**src/rtl/cpu_pkg.sv**
```systemverilog
// rtl/cpu_pkg.sv - shared opcodes, select codes and FSM state encoding for the 8-bit CPU
package cpu_pkg;

    localparam logic [3:0] OP_NOP  = 4'h0;
    localparam logic [3:0] OP_LDI  = 4'h1;
    localparam logic [3:0] OP_LD   = 4'h2;
    localparam logic [3:0] OP_ST   = 4'h3;
    localparam logic [3:0] OP_MOV  = 4'h4;
    localparam logic [3:0] OP_ADD  = 4'h5;
    localparam logic [3:0] OP_SUB  = 4'h6;
    localparam logic [3:0] OP_AND  = 4'h7;
    localparam logic [3:0] OP_OR   = 4'h8;
    localparam logic [3:0] OP_XOR  = 4'h9;
    localparam logic [3:0] OP_NOT  = 4'hA;
    localparam logic [3:0] OP_JMP  = 4'hB;
    localparam logic [3:0] OP_JZ   = 4'hC;
    localparam logic [3:0] OP_JC   = 4'hD;
    localparam logic [3:0] OP_NOP2 = 4'hE;
    localparam logic [3:0] OP_HALT = 4'hF;

    localparam logic [2:0] ALU_ADD  = 3'd0;
    localparam logic [2:0] ALU_SUB  = 3'd1;
    localparam logic [2:0] ALU_AND  = 3'd2;
    localparam logic [2:0] ALU_OR   = 3'd3;
    localparam logic [2:0] ALU_XOR  = 3'd4;
    localparam logic [2:0] ALU_NOT  = 3'd5;
    localparam logic [2:0] ALU_PASS = 3'd6;

    localparam logic [2:0] MUX1_GPRF    = 3'd0;
    localparam logic [2:0] MUX1_ISR1    = 3'd1;
    localparam logic [2:0] MUX1_ISR2    = 3'd2;
    localparam logic [2:0] MUX1_ARGREG1 = 3'd3;
    localparam logic [2:0] MUX1_ARGREG2 = 3'd4;
    localparam logic [2:0] MUX1_PC      = 3'd5;
    localparam logic [2:0] MUX1_IR      = 3'd6;
    localparam logic [2:0] MUX1_SP      = 3'd7;

    localparam logic [1:0] MUX2_ALU  = 2'd0;
    localparam logic [1:0] MUX2_BUS1 = 2'd1;
    localparam logic [1:0] MUX2_RAM  = 2'd2;
    localparam logic [1:0] MUX2_ZERO = 2'd3;

    typedef enum logic [2:0] {
        S_F0   = 3'd0,
        S_F1   = 3'd1,
        S_DEC  = 3'd2,
        S_E0   = 3'd3,
        S_E1   = 3'd4,
        S_E2   = 3'd5,
        S_HALT = 3'd6
    } state_t;

endpackage

```
**src/rtl/instr_decoder.sv**
```systemverilog
// rtl/instr_decoder.sv - combinational classification of the instruction register
module instr_decoder
    import cpu_pkg::*;
(
    input  logic [7:0] ir,
    output logic [3:0] opcode,
    output logic       is_alu,
    output logic       is_mov,
    output logic       is_operand,
    output logic       is_mem,
    output logic       is_branch,
    output logic       is_halt,
    output logic [2:0] alu_op,
    output logic [1:0] rd,
    output logic [1:0] rs
);

    always_comb begin
        opcode     = ir[7:4];
        rd         = ir[3:2];
        rs         = ir[1:0];
        is_alu     = 1'b0;
        is_mov     = 1'b0;
        is_operand = 1'b0;
        is_mem     = 1'b0;
        is_branch  = 1'b0;
        is_halt    = 1'b0;
        alu_op     = ALU_PASS;
        case (ir[7:4])
            OP_ADD: begin is_alu = 1'b1; alu_op = ALU_ADD; end
            OP_SUB: begin is_alu = 1'b1; alu_op = ALU_SUB; end
            OP_AND: begin is_alu = 1'b1; alu_op = ALU_AND; end
            OP_OR:  begin is_alu = 1'b1; alu_op = ALU_OR;  end
            OP_XOR: begin is_alu = 1'b1; alu_op = ALU_XOR; end
            OP_NOT: begin is_alu = 1'b1; alu_op = ALU_NOT; end
            OP_MOV: is_mov = 1'b1;
            OP_LDI, OP_JMP: is_operand = 1'b1;
            OP_LD, OP_ST: begin
                is_operand = 1'b1;
                is_mem     = 1'b1;
            end
            OP_JZ, OP_JC: begin
                is_operand = 1'b1;
                is_branch  = 1'b1;
            end
            OP_HALT: is_halt = 1'b1;
            default: ;
        endcase
    end

endmodule

```
**src/rtl/control_unit.sv**
```systemverilog
// rtl/control_unit.sv - multi-cycle fetch/decode/execute FSM driving the 8-bit datapath
module control_unit
    import cpu_pkg::*;
#(
    parameter int ZF_BIT = 0,
    parameter int CF_BIT = 1
) (
    input  logic       clk,
    input  logic       rst,
    input  logic [7:0] ir_out,
    input  logic [7:0] alu_flags,
    output logic       load_R0,
    output logic       load_R1,
    output logic       load_R2,
    output logic       load_R3,
    output logic [1:0] gprf_sel_read,
    output logic [1:0] gprf_sel_write,
    output logic       inc_PC,
    output logic       load_PC,
    output logic       load_Add_R,
    output logic       load_Reg_Y,
    output logic       load_Reg_Z,
    output logic       load_IR,
    output logic [2:0] alu_select,
    output logic [2:0] Mux_1_sel,
    output logic [1:0] Mux_2_sel,
    output logic       mem_write,
    output logic       halted
);

    state_t     state, next_state;
    logic       zf, cf;
    logic [3:0] load_r;

    logic [3:0] opcode;
    logic       is_alu, is_mov, is_operand, is_mem, is_branch, is_halt;
    logic [2:0] alu_op;
    logic [1:0] rd, rs;
    logic       taken;
    logic       unused_flags;

    instr_decoder u_decoder (
        .ir         (ir_out),
        .opcode     (opcode),
        .is_alu     (is_alu),
        .is_mov     (is_mov),
        .is_operand (is_operand),
        .is_mem     (is_mem),
        .is_branch  (is_branch),
        .is_halt    (is_halt),
        .alu_op     (alu_op),
        .rd         (rd),
        .rs         (rs)
    );

    assign unused_flags = ^alu_flags;
    // Branches look only at the registered flags, never the live ALU outputs
    assign taken = ((opcode == OP_JZ) && zf) || ((opcode == OP_JC) && cf);

    assign load_R0 = load_r[0];
    assign load_R1 = load_r[1];
    assign load_R2 = load_r[2];
    assign load_R3 = load_r[3];

    always_ff @(posedge clk) begin
        if (rst) begin
            state <= S_F0;
            zf    <= 1'b0;
            cf    <= 1'b0;
        end else begin
            state <= next_state;
            if (state == S_E1 && is_alu) begin
                zf <= alu_flags[ZF_BIT];
                cf <= alu_flags[CF_BIT];
            end
        end
    end

    always_comb begin
        next_state     = state;
        load_r         = 4'b0000;
        gprf_sel_read  = 2'd0;
        gprf_sel_write = 2'd0;
        inc_PC         = 1'b0;
        load_PC        = 1'b0;
        load_Add_R     = 1'b0;
        load_Reg_Y     = 1'b0;
        load_Reg_Z     = 1'b0;
        load_IR        = 1'b0;
        alu_select     = ALU_ADD;
        Mux_1_sel      = MUX1_GPRF;
        Mux_2_sel      = MUX2_ALU;
        mem_write      = 1'b0;
        halted         = 1'b0;

        case (state)
            S_F0: begin
                Mux_1_sel  = MUX1_PC;
                Mux_2_sel  = MUX2_BUS1;
                load_Add_R = 1'b1;
                next_state = S_F1;
            end
            S_F1: begin
                Mux_2_sel  = MUX2_RAM;
                load_IR    = 1'b1;
                inc_PC     = 1'b1;
                next_state = S_DEC;
            end
            S_DEC: begin
                if (is_halt)
                    next_state = S_HALT;
                else if (is_alu || is_mov || is_operand)
                    next_state = S_E0;
                else
                    next_state = S_F0;
            end
            S_E0: begin
                next_state = S_F0;
                if (is_alu) begin
                    gprf_sel_read = rd;
                    Mux_2_sel     = MUX2_BUS1;
                    load_Reg_Y    = 1'b1;
                    next_state    = S_E1;
                end else if (is_mov) begin
                    gprf_sel_read  = rs;
                    Mux_2_sel      = MUX2_BUS1;
                    load_r         = 4'b0001 << rd;
                    gprf_sel_write = rd;
                end else if (is_branch && !taken) begin
                    inc_PC = 1'b1;
                end else if (is_operand) begin
                    Mux_1_sel  = MUX1_PC;
                    Mux_2_sel  = MUX2_BUS1;
                    load_Add_R = 1'b1;
                    next_state = S_E1;
                end
            end
            S_E1: begin
                next_state = S_F0;
                if (is_alu) begin
                    gprf_sel_read  = rs;
                    alu_select     = alu_op;
                    Mux_2_sel      = MUX2_ALU;
                    load_r         = 4'b0001 << rd;
                    gprf_sel_write = rd;
                    load_Reg_Z     = 1'b1;
                end else if (is_mem) begin
                    Mux_2_sel  = MUX2_RAM;
                    load_Add_R = 1'b1;
                    inc_PC     = 1'b1;
                    next_state = S_E2;
                end else if (opcode == OP_LDI) begin
                    Mux_2_sel      = MUX2_RAM;
                    load_r         = 4'b0001 << rd;
                    gprf_sel_write = rd;
                    inc_PC         = 1'b1;
                end else if (is_operand) begin
                    Mux_2_sel = MUX2_RAM;
                    load_PC   = 1'b1;
                end
            end
            S_E2: begin
                next_state = S_F0;
                if (opcode == OP_LD) begin
                    Mux_2_sel      = MUX2_RAM;
                    load_r         = 4'b0001 << rd;
                    gprf_sel_write = rd;
                end else if (opcode == OP_ST) begin
                    gprf_sel_read = rs;
                    Mux_1_sel     = MUX1_GPRF;
                    mem_write     = 1'b1;
                end
            end
            S_HALT: begin
                halted     = 1'b1;
                next_state = S_HALT;
            end
            default: next_state = S_F0;
        endcase

        // Reset masks every strobe immediately so an aborted instruction writes nothing
        if (rst) begin
            load_r         = 4'b0000;
            gprf_sel_read  = 2'd0;
            gprf_sel_write = 2'd0;
            inc_PC         = 1'b0;
            load_PC        = 1'b0;
            load_Add_R     = 1'b0;
            load_Reg_Y     = 1'b0;
            load_Reg_Z     = 1'b0;
            load_IR        = 1'b0;
            alu_select     = ALU_ADD;
            Mux_1_sel      = MUX1_GPRF;
            Mux_2_sel      = MUX2_ALU;
            mem_write      = 1'b0;
            halted         = 1'b0;
        end
    end

endmodule
```
**config.mk**
```make
export PLATFORM = sky130hd
export DESIGN_NAME = control_unit
export DESIGN_NICKNAME = d
export VERILOG_FILES = /design/src/rtl/cpu_pkg.sv /design/src/rtl/instr_decoder.sv /design/src/rtl/control_unit.sv
export SDC_FILE = /design/constraint.sdc
export NUM_CORES = 1
export LEC_CHECK = 0
export BUFFER_PORTS_ARGS = -buffer_cell sky130_fd_sc_hd__buf_2
export CAP_MARGIN = 20
export CORE_MARGIN = 2
export CORE_UTILIZATION = 28
export DETAILED_ROUTE_END_ITERATION = 8
export GPL_TIMING_DRIVEN = 0
export PLACE_DENSITY = 0.63
export SETUP_SLACK_MARGIN = 0.15
export SKIP_LAST_GASP = 1
export SLEW_MARGIN = 20
export SYNTH_ARGS = -nofsm -noshare
export SYNTH_HDL_FRONTEND = slang
export SYNTH_SLANG_ARGS = --single-unit
```
**constraint.sdc**
```tcl
create_clock -name clk -period 2.25 [get_ports clk]
set_input_delay 0.45 -clock clk [delete_from_list [all_inputs] [get_ports clk]]
set_output_delay 0.45 -clock clk [all_outputs]
set_load 0.1 [all_outputs]
```
==> metrics.txt <==
shortest clock period the worst path allows after layout 2.53 ns; CTS Buf Count 3; placed insts 199; IO Count 42; Primary FF master, synth dfxtp_1; slowest library cell on the worst path or3b_4; Post-Place Setup Slack -0.530 ns; final number of max-transition violations 0; top cells by area in the synthesized netlist dfxtp_1 (12%), nor2_1 (9.6%), a21oi_1 (7.5%); part of the power in combinational logic 0.754; length of the first detailed-routing pass in iterations 4; PwrDens 424 mW/mm^2; DRC violations left 0; fraction of the mapped netlist area in simple logic gates 0.393; setup repair after global routing missed its margin true; multiplexer share of the synthesized area 0.0464; clk sink count 5; largest family of logic cells by synthesized area simple AND/OR/NAND/NOR gates; kind of end point of the critical path primary output; Area Overhead vs Synth 127%; failing checks setup timing; initial cell density of the core 0.288; Worst Skew 0.00120 ns; mean number of vias per cell 5.71; final number of setup-violating endpoints 14; total of buffers placed on input and output ports 33; fraction of registers with async set or reset after synthesis 0; net switching power 428 uW; Post-synth EDFFs 0; maximum number of pins on one net before global-route repair 11; ordered list of cells on the worst path buf_6 -> or3b_4 -> o32a_1 -> o221ai_2 -> nand2_2 -> nor3_4 -> buf_12; clock-pin slew on the worst setup and hold paths 0.04 ns; final net count 213; Diodes inserted 0; internal power of the cells 404 uW; total number of placement rows 20; post-synthesis cell area 863 um^2; floorplan die height 59.5 um; Reg power frac 0.127; total die area 0.00354 mm^2; wire length of the first global-routing pass 5.67 mm; worst stage delay on the critical path 0.40 ns; register bit count reported by yosys 5; Net Count, Synth 151; worst path arrival time 2.08 ns; launching element type of the critical path register; hold violation total from the final report 0; number of instances in the synthesized netlist 133; data required time of the worst path 1.80 ns; part of the total power dissipated in the clock network 0.120; crit path kind register to primary output; total wire length 3.84 mm; switching part of the total 0.514; result of the run finished, violations left; sequential element share of the synthesized area 0.116; maximum clock frequency 395 MHz; overall via count from detail_route 1296; cell type contributing the most total cell area after synthesis dfxtp_1; detailed placer's ending HPWL 2.28 mm; reported max-cap violation count 0; highest ir drop seen on vdd 424 uV; via count of the first global-routing pass 1222; Core Box Area 0.00300 mm^2; post-cts hold buffer count 0; H-Tree Depth 1; worst-skew pair later-pin latency 0.24 ns; # fillers 234; Global Route Usage Sum 0.207; DRT iter0 DRCs 59; total grt overflow 0; CTS tree yes; complex-gate fraction of the synthesized area 0.310; post-route clock period utilization 1.12; synthesized area per cell 6.49 um^2; Pleak 0.788 nW; WL per Instance 16.9 um; Post-Synth Adder-Cell Area 0.0116; Chip Width 59.5 um; setup ws final -0.280 ns; Final Util 0.654; share of layout cells above drive strength 1 0.603; number of nets still failing antenna checks after routing 0; multi-input logic area 951 um^2; top cell type's share of synthesized area 0.116; number of antenna violations at the first check in global routing 0; filler-free cell count of the finished design 227; critical-path maximum fanout 4; Placer Congestion 0.849; CTS root buf clkbuf_4; synthesis warning total 0; hold_ws 0.448 ns; xor/xnor cell area share of the yosys netlist 0.0101; FF+latch area 101 um^2; type of the tightest min-delay check primary input to register; post-synth cell types 48; Clock Tree Buf Depth 2
==> path summary, 6_finish.rpt <==
kind	from	to	slack, ns	cells after the start
setup / recovery	state[0]	load_R1	-0.28	7
setup reg to reg	state[0]	state[2]	0.58	10
hold / removal	alu_flags[0]	zf	0.45	3
hold reg to reg	cf	cf	0.51	2
==> placed cells by master, fill, tap and decap left out, drive strengths merged, types with 2 or more instances in the layout <==
cell type and count:
clkbuf 8, a2bb2oi 2, and2 2, buf 66, nand3 2, or2 2, nor3 6, dfxtp 5
a31oi 2, inv 4, a211o 2, o21ai 6, and3b 2, a21oi 13, nor2 22, nor2b 2
mux2i 4, and3 3, nand2 11, nand2b 5, nand3b 4
==> worst max-delay path, delay by kind of cell, from the launching register on <==
kind            cells  cell delay, ns
compound gates      2            0.43
buf+inv             2            0.31
flops               1            0.31
simple gates        3            0.79
==> Yosys cell counts (all sizes together) (2+ instances only) <==
cell      n
nand2b    5
nor3      6
a211o     2
a2bb2oi   2
nand3     2
o21ai     6
mux2i     4
nor2b     2
dfxtp     5
nand2    11
and3b     2
nand3b    4
buf       8
a21oi    13
and3      3
and2      2
or2       2
nor2     22
clkbuf    5
a31oi     2
inv       4
==> area by class of cell <==
type,count,area share
plain buffers,13,0.0663
flip-flops and latches,5,0.0516
inverters,4,0.0102
repair buffers,57,0.353
clock buffers,4,0.0134
multi-input cells,111,0.484
well taps,33,0.0210
==> registers in the layout, indices dropped and copies added, names as in the netlist <==
register	flops
zf	1
state	3
cf	1
==> per-layer routing <==
layer,part of all wire,GRT usage
met2,0.51,0.355
met4,0.035,0.0794
met5,0,0
met3,0.067,0.0349
met1,0.38,0.257
==> power by group through the flow <==
stage / Combinational [mW] / Clock [mW] / Sequential, mW
after global placement: 0.477 / 0 / 0.106
after CTS: 0.583 / 0.105 / 0.105
after floorplan: 0.409 / 0 / 0.105
after detailed placement: 0.482 / 0 / 0.106
final: 0.628 / 0.0996 / 0.106
after global routing: 0.653 / 0.111 / 0.106
==> cells by family (layout without fill, tap and decap cells) <==
group,after synthesis,count (layout)
AND/OR/NAND/NOR,66,66
XOR/XNOR,1,1
flip-flops,5,5
other,1,1
buffers and inverters,17,78
adder cells (fa/ha/maj),1,1
AO/OA/AOI/OAI,38,38
multiplexers,4,4
==> repair_timing <==
item	4_1_cts	5_1_grt
pin swaps	16	15
resized for setup	96	17
buffers inserted	18	6
setup endpoints to repair	23	23
endpoints found under the hold margin	0	0
==> stage by stage <==
step	total power, mW	setup TNS (ns)	instance area (um^2)
final	0.833	-2.38	1960
after global routing	0.870	-3.36	1960
after CTS	0.793	-1.79	1870
after detailed placement	0.588	-4.98	1370
after global placement	0.583	-4.70	1370
after floorplan	0.514	-2.17	1160
No activity file was read; power rests on OpenSTA's default activity.
